===== src/rtl/emu_ckpt_pkg.sv =====
// rtl/emu_ckpt_pkg.sv - shared types for the emulator RAM checkpoint controller
package emu_ckpt_pkg;

  typedef enum logic [2:0] {
    ST_IDLE,
    ST_HALT,
    ST_PRE,
    ST_XFER,
    ST_TAIL,
    ST_POST,
    ST_REL
  } ckpt_state_e;

  localparam logic DIR_DUMP    = 1'b0;
  localparam logic DIR_RESTORE = 1'b1;

endpackage


===== src/rtl/emu_ram_ckpt_ctrl.sv =====
// rtl/emu_ram_ckpt_ctrl.sv - one halted RAM scan-chain dump or restore pass
module emu_ram_ckpt_ctrl
  import emu_ckpt_pkg::*;
#(
  parameter int DW          = 64,
  parameter int CHAIN_WORDS = 128,
  parameter int RD_LAT      = 2
) (
  input  logic          clk,
  input  logic          rst_n,
  input  logic          cmd_valid,
  output logic          cmd_ready,
  input  logic          cmd_dir,
  output logic          busy,
  output logic          done,
  output logic          err_unf,
  output logic          emu_halt,
  output logic          ram_scan,
  output logic          ram_dir,
  output logic [DW-1:0] ram_sdi,
  input  logic [DW-1:0] ram_sdo,
  output logic          out_valid,
  output logic [DW-1:0] out_data,
  input  logic          in_valid,
  output logic          in_ready,
  input  logic [DW-1:0] in_data
);

  localparam int CW = $clog2(CHAIN_WORDS + 1);
  localparam logic [CW-1:0] LAST_WORD = CW'(CHAIN_WORDS - 1);
  localparam logic [CW-1:0] LAST_PRE  = CW'(RD_LAT - 1);

  ckpt_state_e   state_q, state_d;
  logic          dir_q, dir_d;
  logic [CW-1:0] cnt_q, cnt_d;
  logic          err_q, err_d;
  logic          out_valid_q, out_valid_d;
  logic [DW-1:0] out_data_q, out_data_d;

  always_ff @(posedge clk or negedge rst_n) begin
    if (!rst_n) begin
      state_q     <= ST_IDLE;
      dir_q       <= DIR_DUMP;
      cnt_q       <= '0;
      err_q       <= 1'b0;
      out_valid_q <= 1'b0;
      out_data_q  <= '0;
    end else begin
      state_q     <= state_d;
      dir_q       <= dir_d;
      cnt_q       <= cnt_d;
      err_q       <= err_d;
      out_valid_q <= out_valid_d;
      out_data_q  <= out_data_d;
    end
  end

  always_comb begin
    state_d = state_q;
    dir_d   = dir_q;
    cnt_d   = cnt_q;
    err_d   = err_q;
    case (state_q)
      ST_IDLE: begin
        if (cmd_valid) begin
          dir_d   = cmd_dir;
          err_d   = 1'b0;
          cnt_d   = '0;
          state_d = ST_HALT;
        end
      end
      ST_HALT: begin
        cnt_d   = '0;
        state_d = ST_PRE;
      end
      ST_PRE: begin
        // Dump waits out the SDO pipeline; restore waits for the first input word.
        if (dir_q == DIR_DUMP) begin
          if (cnt_q == LAST_PRE) begin
            cnt_d   = '0;
            state_d = ST_XFER;
          end else begin
            cnt_d = cnt_q + CW'(1);
          end
        end else if (in_valid) begin
          cnt_d   = '0;
          state_d = ST_XFER;
        end
      end
      ST_XFER: begin
        // The chain shifts every cycle regardless, so a missing word is flagged, not stalled.
        if (dir_q == DIR_RESTORE && !in_valid) begin
          err_d = 1'b1;
        end
        if (cnt_q == LAST_WORD) begin
          cnt_d   = '0;
          state_d = ST_TAIL;
        end else begin
          cnt_d = cnt_q + CW'(1);
        end
      end
      ST_TAIL: state_d = ST_POST;
      ST_POST: state_d = ST_REL;
      ST_REL:  state_d = ST_IDLE;
      default: state_d = ST_IDLE;
    endcase
  end

  always_comb begin
    cmd_ready   = (state_q == ST_IDLE);
    busy        = (state_q != ST_IDLE);
    done        = (state_q == ST_REL);
    err_unf     = err_q;
    emu_halt    = (state_q == ST_HALT) || (state_q == ST_PRE) || (state_q == ST_XFER) ||
                  (state_q == ST_TAIL) || (state_q == ST_POST);
    ram_scan    = ((state_q == ST_PRE) && (dir_q == DIR_DUMP)) ||
                  (state_q == ST_XFER) || (state_q == ST_TAIL);
    ram_dir     = ((state_q == ST_PRE) || (state_q == ST_XFER) ||
                   (state_q == ST_TAIL) || (state_q == ST_POST)) ? dir_q : 1'b0;
    in_ready    = (state_q == ST_XFER) && (dir_q == DIR_RESTORE);
    ram_sdi     = (in_ready && in_valid) ? in_data : '0;
    out_valid_d = (state_q == ST_XFER) && (dir_q == DIR_DUMP);
    out_data_d  = out_valid_d ? ram_sdo : out_data_q;
    out_valid   = out_valid_q;
    out_data    = out_data_q;
  end

endmodule


===== config.mk =====
export PLATFORM = sky130hd
export DESIGN_NAME = emu_ram_ckpt_ctrl
export DESIGN_NICKNAME = d
export VERILOG_FILES = /design/src/rtl/emu_ckpt_pkg.sv /design/src/rtl/emu_ram_ckpt_ctrl.sv
export SDC_FILE = /design/constraint.sdc
export NUM_CORES = 1
export LEC_CHECK = 0
export ABC_AREA = 0
export CAP_MARGIN = 20
export CORE_MARGIN = 2
export CORE_UTILIZATION = 37
export DETAILED_ROUTE_END_ITERATION = 16
export PLACE_DENSITY = 0.9
export SLEW_MARGIN = 20
export SYNTH_ARGS = -nofsm -noshare
export SYNTH_HDL_FRONTEND = slang
export SYNTH_SLANG_ARGS = --single-unit

===== constraint.sdc =====
create_clock -name clk -period 4.5 [get_ports clk]
set_input_delay 0.45 -clock clk [delete_from_list [all_inputs] [get_ports clk]]
set_output_delay 0.45 -clock clk [all_outputs]
set_load 0.02 [all_outputs]

* Word level (Yosys, flattened, before mapping) *
Cells that the tools add are included.

cells by class
  bitwise logic cells = 1
  add/subtract/negate cells = 1
  muxes and demuxes = 17
  reduce and logical (&&, ||, !) cells = 23
  equal/unequal tests = 13

operators by type and width
  operator             number
  $mux 64              1
  $mux 8               5
  $pmux 8 s4           1
  $pmux 3 s6           1
  $mux 3               5
  $eq 3x3->1 const B   3
  $logic_or 1x1->1     9
  $add 8x1->8 const B  1
  $eq 8x1->1 const B   1
  $eq 8x7->1 const B   1
  $eq 3x2->1 const B   2
  $ne 2x2->1 const B   3
  $ne 3x3->1 const B   2
  $reduce_and 3->1     2
  $logic_and 1x1->1    5
  $reduce_and 4->1     1
  $reduce_bool 4->1    1
  $eq 3x1->1 const B   1
  $logic_not 3->1      1
  $mux 1               3
  $reduce_bool 3->1    1
  $pmux 1 s2           1
  $reduce_and 2->1     1
  $reduce_bool 2->1    1
  2 further kinds      2

word-level totals
  output and inout port bits = 137
  bits in registers = 78
  input bits = 133
  logic and storage cells = 61

* Logic depth before layout (Yosys ltp) *
Gate-level depths: netlist of the first run.

  depth after elaboration = 5
  gate-level depth with buffers = 7
  mapped depth without buffers = 6

* Worst setup path after synthesis of the first run *
No wires, ideal clock.

  kind = register to output
  start point = register state_q[1]
  end point = output port busy
  path buffers = 1
  data arrival time = 1.555 ns
  stages on the path, launching flop included = 4
  setup slack = 2.495 ns
  required time = 4.050 ns
  path through = dfrtp_1 -> buf_4 -> nor3_1 -> inv_1

between the ends
  cells in the longest elaborated chain, start to end = 1

RTL lines
  element                 line                      text
  start, declared         emu_ram_ckpt_ctrl.sv:33   ckpt_state_e state_q, state_d;
  start signal, assigned  emu_ram_ckpt_ctrl.sv:49   state_q <= state_d;
  $reduce_bool 3->1       emu_ram_ckpt_ctrl.sv:111  busy = (state_q != ST_IDLE);
  end, declared           emu_ram_ckpt_ctrl.sv:14   output logic busy,

No other way between the ends.

* Worst setup path after layout of the first run *
  start point = register state_q[1]
  end point = output port ram_sdi[3]

between the ends
  cells in the longest elaborated chain, start to end = 4

RTL lines
  element            line                      text
  $eq 3x2->1         emu_ram_ckpt_ctrl.sv:120  in_ready = (state_q == ST_XFER) && (dir_q == DIR_RESTORE);
  $logic_and 1x1->1  emu_ram_ckpt_ctrl.sv:120
  $logic_and 1x1->1  emu_ram_ckpt_ctrl.sv:121  ram_sdi = (in_ready && in_valid) ? in_data : '0;
  $mux 64            emu_ram_ckpt_ctrl.sv:121
  end, declared      emu_ram_ckpt_ctrl.sv:20   output logic [DW-1:0] ram_sdi,

No other way between the ends.

==> impl_metrics.tcl, run 1 <==
set metrics [dict create \
    ys_async_sr_fraction 1.00 \
    max-slew-margin-rel 0.420 \
    dp_hpwl_um 11500 \
    vdd_drop_max_uv 216 \
    worstSetupEndpointType "output pin" \
    htreeDepth 3 \
    die_x_um 104 \
    hold_violations 0 \
    worstSetupStartpointType "register" \
    clkTransAtPathRegs_ps 80 \
    synth-edff-count 0 \
    worst-path-max-fanout 64 \
    vias 3428 \
    seq_area_frac_synth 0.526 \
    synth_seq_cells 78 \
    drv_slew 0 \
    insertion_delay_ps 350 \
    cts_made_buffers 9 \
    skew_ps 6.79 \
    n_antenna_cell 0 \
    portBuffers 269 \
    ys_warn_count 0 \
    p_leak_nw 2.78 \
    seq_area_um2 1950 \
    grt_pass1_wl_um 22300 \
    core_area_um2 9770 \
    final_util 0.685 \
    postSynthAreaPerCell_um2 12.0 \
    max_freq_mhz 317 \
    rr_startpoint "state_q[1]" \
    power.total_mw 1.54 \
    cp-startpoint "state_q[1]" \
    synth_area_leaders "dfrtp_1, mux2_2, and2_1" \
    std_cell_rows 36 \
    drc 0 \
    rsz0062_at_grt "no" \
    ys_types 39 \
    fillers 756 \
    area_growth_pct 80.5 \
    antenna_left 0 \
    synth.cell_area_um2 3710 \
    worstPathRequired_ps 4050 \
    cts_resized 0 \
    grt_start_max_net_pins 79 \
    track_usage 0.272 \
    path_class "reg -> out" \
    cts_buffer_depth 2 \
    setup_viol 0 \
    finalCriticalPeriod_ps 3160 \
    holdWs_ps 110 \
    dieHeight_um 104 \
    yosys.area.top_type "dfrtp_1" \
    powerDensity_nw_per_um2 229 \
    period_share 0.702 \
    routabilityCongestion 0.967 \
    antenna_found_initial 2 \
    netlist_instances 309 \
    yosysTopAreaCellShare 0.526 \
    layout.nets 714 \
    drive_above_1_share 0.164 \
    start_util 0.380 \
    grt_overflow_total 0 \
    min_path_type "in -> async" \
    cts.hold.buffers_added 0 \
    first_iter_violations 201 \
    firstDrtPassIters 4 \
    synth_commonest_cells "dfrtp_1, and2_1, mux2_2, nand2_1, o21ai_0" \
    routed_via_density 4.81 \
    cts_setup_buffers 0 \
    clock-sinks 78 \
    grt_pass1_vias 3646 \
    synth.most_common_cell "dfrtp_1" \
    die_area_um2 10900 \
    fin_setup_tns_ps 0 \
    io_pins 270 \
    worstMarginPinSlew_ps 864 \
    detail_route.wl_per_cell_um 20.2 \
    postSynthNetCount 448 \
    postPlaceCellArea_um2 6500 \
    outcome "completed" \
    final_area_um2 6700 \
    synthFlopType "dfrtp_1" \
    routed_wl_um 14400 \
    root_buffer "clkbuf_8" \
    cts_tree "built" \
    maxCapViolations 0 \
    worstPathArrival_ps 2710 \
    multi_input_area_um2 1650 \
]
critical path, stage by stage (launching register included):
cell	delay (ps)
dfrtp_1	550
nand2_1	170
nor2_2	200
and3_1	190
buf_4	380
and2_1	210
clkdlybuf4s50_1	650
power by group:
group / internal [mW] / switching [mW]
combinational: 0.170 / 0.0934
clock: 0.258 / 0.267
sequential: 0.730 / 0.0165
registers in the layout (all words and copies together) (netlist names):
signal / cells
state_q: 3
err_unf: 1
out_data: 64
dir_q: 1
out_valid: 1
cnt_q: 8
per-layer routing:
layer,vias up,global-route usage,wire length [um]
met4,4,0.0685,271
met5,-,0,29
met2,179,0.484,7340
met1,1646,0.297,5250
met3,24,0.120,1540
li1,1575,-,-
final timing paths:
kind                                 to  slack (ps)  cells past startpoint
max in group asynchronous  out_data[45]        3890                      1
min in group clk           out_data[30]         510                      1
setup reg to reg           out_data[53]        2040                      4
hold reg to reg            out_data[30]         510                      1
hold / removal             out_data[27]         110                      1
setup / recovery             ram_sdi[3]        1340                      6
layout by cell type (no fill, tap or decap), drive strengths merged, types with 2 or more instances in the layout:
cell type,n
clkdlybuf4s50,268
dfrtp,78
and2,67
mux2,65
nand2,15
o21ai,9
clkbuf,9
inv,9
nor2,8
ha,6
a21oi,5
and2b,4
clkinv,4
nor3,3
buf,3
o22ai,2
nand2b,2
nand3,2
o21a,2
a211oi,2
per-stage QoR:
step,instances,setup slack [ps]
finish,713,1340
global route,713,1150
CTS,713,1350
detailed placement,697,1690
global placement,697,1690
floorplan,309,2500
final cells by class:
cell class	instances	area share
Clock inverter	7	0.0106
Inverter	7	0.00392
Multi-Input combinational cell	208	0.246
Sequential cell	78	0.291
Tap cell	133	0.0248
Timing Repair Buffer	271	0.404
Clock buffer	9	0.0185
cell families (layout without fill, tap and decap cells):
kind of cell    after synthesis  after routing  share of synthesized area
buf+inv                      23            294                     0.0307
xor+xnor                      1              1                    0.00236
fa+ha+maj                     6              6                     0.0202
simple gates                109            109                      0.174
mux                          65             65                      0.197
compound gates               27             27                     0.0502
flops                        78             78                      0.526
Note: power is estimated with default switching activity, not from simulation.
==> inputs of run 2 (changes only) <==
--- a/config.mk
+++ b/config.mk
@@ -8,9 +8,9 @@
 export ABC_AREA = 0
 export CAP_MARGIN = 20
 export CORE_MARGIN = 2
-export CORE_UTILIZATION = 37
+export CORE_UTILIZATION = 31
 export DETAILED_ROUTE_END_ITERATION = 16
-export PLACE_DENSITY = 0.9
+export PLACE_DENSITY = 0.81
 export SLEW_MARGIN = 20
 export SYNTH_ARGS = -nofsm -noshare
 export SYNTH_HDL_FRONTEND = slang
==> constraint.sdc (replaced) <==
create_clock -name clk -period 2.6 [get_ports clk]
set_input_delay 0.26 -clock clk [delete_from_list [all_inputs] [get_ports clk]]
set_output_delay 0.26 -clock clk [all_outputs]
set_load 0.02 [all_outputs]
==> run 2 against run 1 <==
Against the previous run:
- global-route usage is 8.4 points lower
- non-clock buffer count is 3 higher
- sequential power is 73% higher
==> impl_metrics.tcl, run 2 (synthesized netlist as in run 1, its figures left out) <==
set metrics [dict create \
    outcome "completed" \
    worstMarginPinSlew_ps 970 \
    maxCapViolations 0 \
    path_delay_family "buffers and inverters" \
    setup_viol 0 \
    firstDrtPassIters 4 \
    clkTransAtPathRegs_ps 60 \
    cts_made_buffers 9 \
    path_class "reg -> out" \
    largest_reg_flops 64 \
    layout_common_cells "clkdlybuf4s50_1, dfrtp_1, and2_1, mux2_2, dlymetal6s2s_1" \
    cp_slowest_cell "clkdlybuf4s50_1" \
    layout.nets 717 \
    worstPathArrival_ps 2160 \
    worstSetupStartpointType "register" \
    p_leak_nw 3.92 \
    track_usage 0.188 \
    wirelength_met1_um 4510 \
    first_iter_violations 180 \
    detail_route.wl_per_cell_um 17.6 \
    drv_slew 0 \
    std_cell_rows 39 \
    worst-path-max-fanout 10 \
    grt_start_max_net_pins 79 \
    area_growth_pct 88.1 \
    rr_startpoint "cnt_q[0]" \
    grt_pass1_wl_um 18700 \
    finalCriticalPeriod_ps 2420 \
    portBuffers 269 \
    p_switching_mw 0.645 \
    htreeDepth 3 \
    cp-startpoint "state_q[1]" \
    pwr-share-comb 0.153 \
    root_buffer "clkbuf_16" \
    die_x_um 113 \
    wl_met3_um 1020 \
    max_freq_mhz 414 \
    core_area_um2 11600 \
    clock-sinks 78 \
    drive_above_1_share 0.168 \
    drc 0 \
    min_path_type "in -> async" \
    dp_hpwl_um 9550 \
    critical-path-max-stage-delay_ps 730 \
    path_buf_inv 2 \
    cts_setup_buffers 0 \
    fillers 932 \
    period_share 0.930 \
    start_util 0.321 \
    antenna_found_initial 0 \
    grt_pass1_vias 3520 \
    holdWs_ps 81.3 \
    io_pins 270 \
    internal-power_mw 2.30 \
    n_antenna_cell 0 \
    rsz0062_at_grt "no" \
    vias 3455 \
    worstPathCellList "buf_4 > nor3_1 > clkdlybuf4s50_1" \
    skew_ps 5.44 \
    die_area_um2 12900 \
    hold_violations 0 \
    cts_tree "built" \
    antenna_left 0 \
    switching_share 0.219 \
    top_layer_used "met4" \
    insertion_delay_ps 330 \
    max-slew-margin-rel 0.353 \
    routabilityCongestion 0.864 \
    seqPwrFrac 0.440 \
    final_common_cell "clkdlybuf4s50_1" \
    routed_via_density 4.77 \
    multi_input_area_um2 1650 \
    seq_area_um2 1950 \
    grt_overflow_total 0 \
    wl_met2_um 6780 \
    fin_setup_tns_ps 0 \
    worstPathRequired_ps 2340 \
    powerDensity_nw_per_um2 421 \
    clockPowerShare 0.408 \
    routed_wl_um 12700 \
    dieHeight_um 113 \
    vdd_drop_max_uv 356 \
    worstSetupEndpointType "output pin" \
    cts_buffer_depth 2 \
]
==> run 2: changes by cell type in the layout (fill, tap and decap cells not counted), moves of 2 or more <==
cell / previous run / this run
clkbuf_16: 0 / 10
dfrtp_1: 78 / 76
clkbuf_8: 9 / 0
dlygate4sd2_1: 0 / 8
clkbuf_1: 0 / 2
inv_6: 2 / 0
buf_4: 2 / 4
dfrtp_2: 0 / 2
clkdlybuf4s50_1: 268 / 204
dlymetal6s2s_1: 0 / 56
==> run 2: layout make-up <==
cell class | count | share of cell area
Tap cell | 143 | 0.0256
Multi-Input combinational cell | 208 | 0.237
Sequential cell | 78 | 0.280
Timing Repair Buffer | 274 | 0.414
Clock inverter | 4 | 0.00699
Clock buffer | 11 | 0.0333
Inverter | 7 | 0.00376
==> run 2: metal layers <==
metal  GRT usage  vias to the layer above
met5           0                        -
met4      0.0886                        0
met3      0.0611                       29
met2       0.344                      177
met1       0.194                     1669
li1            -                     1580
==> run 2: final timing paths <==
| check | endpoint | slack, ps | cells past startpoint |
|---|---|---|---|
| min in group clk | out_data[31] | 500 | 1 |
| min reg2reg | out_data[31] | 500 | 1 |
| max | cmd_ready | 180 | 3 |
| max reg2reg | cnt_q[7] | 700 | 5 |
| min | out_data[59] | 80 | 1 |
| max in group asynchronous | state_q[2] | 1820 | 1 |
==> run 2: metrics by stage <==
step	instances	power (mW)	area (um^2)	setup slack, ps	utilization
floorplan	309	1.42	3710	645	-
global placement	709	1.75	6540	324	0.566
detailed placement	709	1.77	6540	315	0.566
CTS	724	2.98	6810	15.9	0.589
global route	725	3.07	6980	70.7	0.604
finish	725	2.94	6980	182	0.604
==> run 2: repair_timing <==
item / CTS / global route
hold endpoints to repair: 0 / 0
hold buffers: 0 / 0
cloned: 0 / 1
endpoints found under the setup margin: 37 / 56
gates resized for setup: 9 / 58
==> run 2: worst reg2reg max path, delay by kind of cell (launching register included) <==
kind / cells / cell delay [ps]
and+or+nand+nor: 3 / 1000
AOI/OAI and AO/OA: 1 / 160
adders and majority gates: 1 / 200
DFF: 1 / 400
==> run 2: power by group through the flow <==
stage	clock [mW]	sequential [mW]	combinational [mW]
global placement	0	1.31	0.444
global route	1.29	1.30	0.476
floorplan	0	1.38	0.0461
finish	1.20	1.29	0.449
CTS	1.23	1.29	0.454
detailed placement	0	1.31	0.451
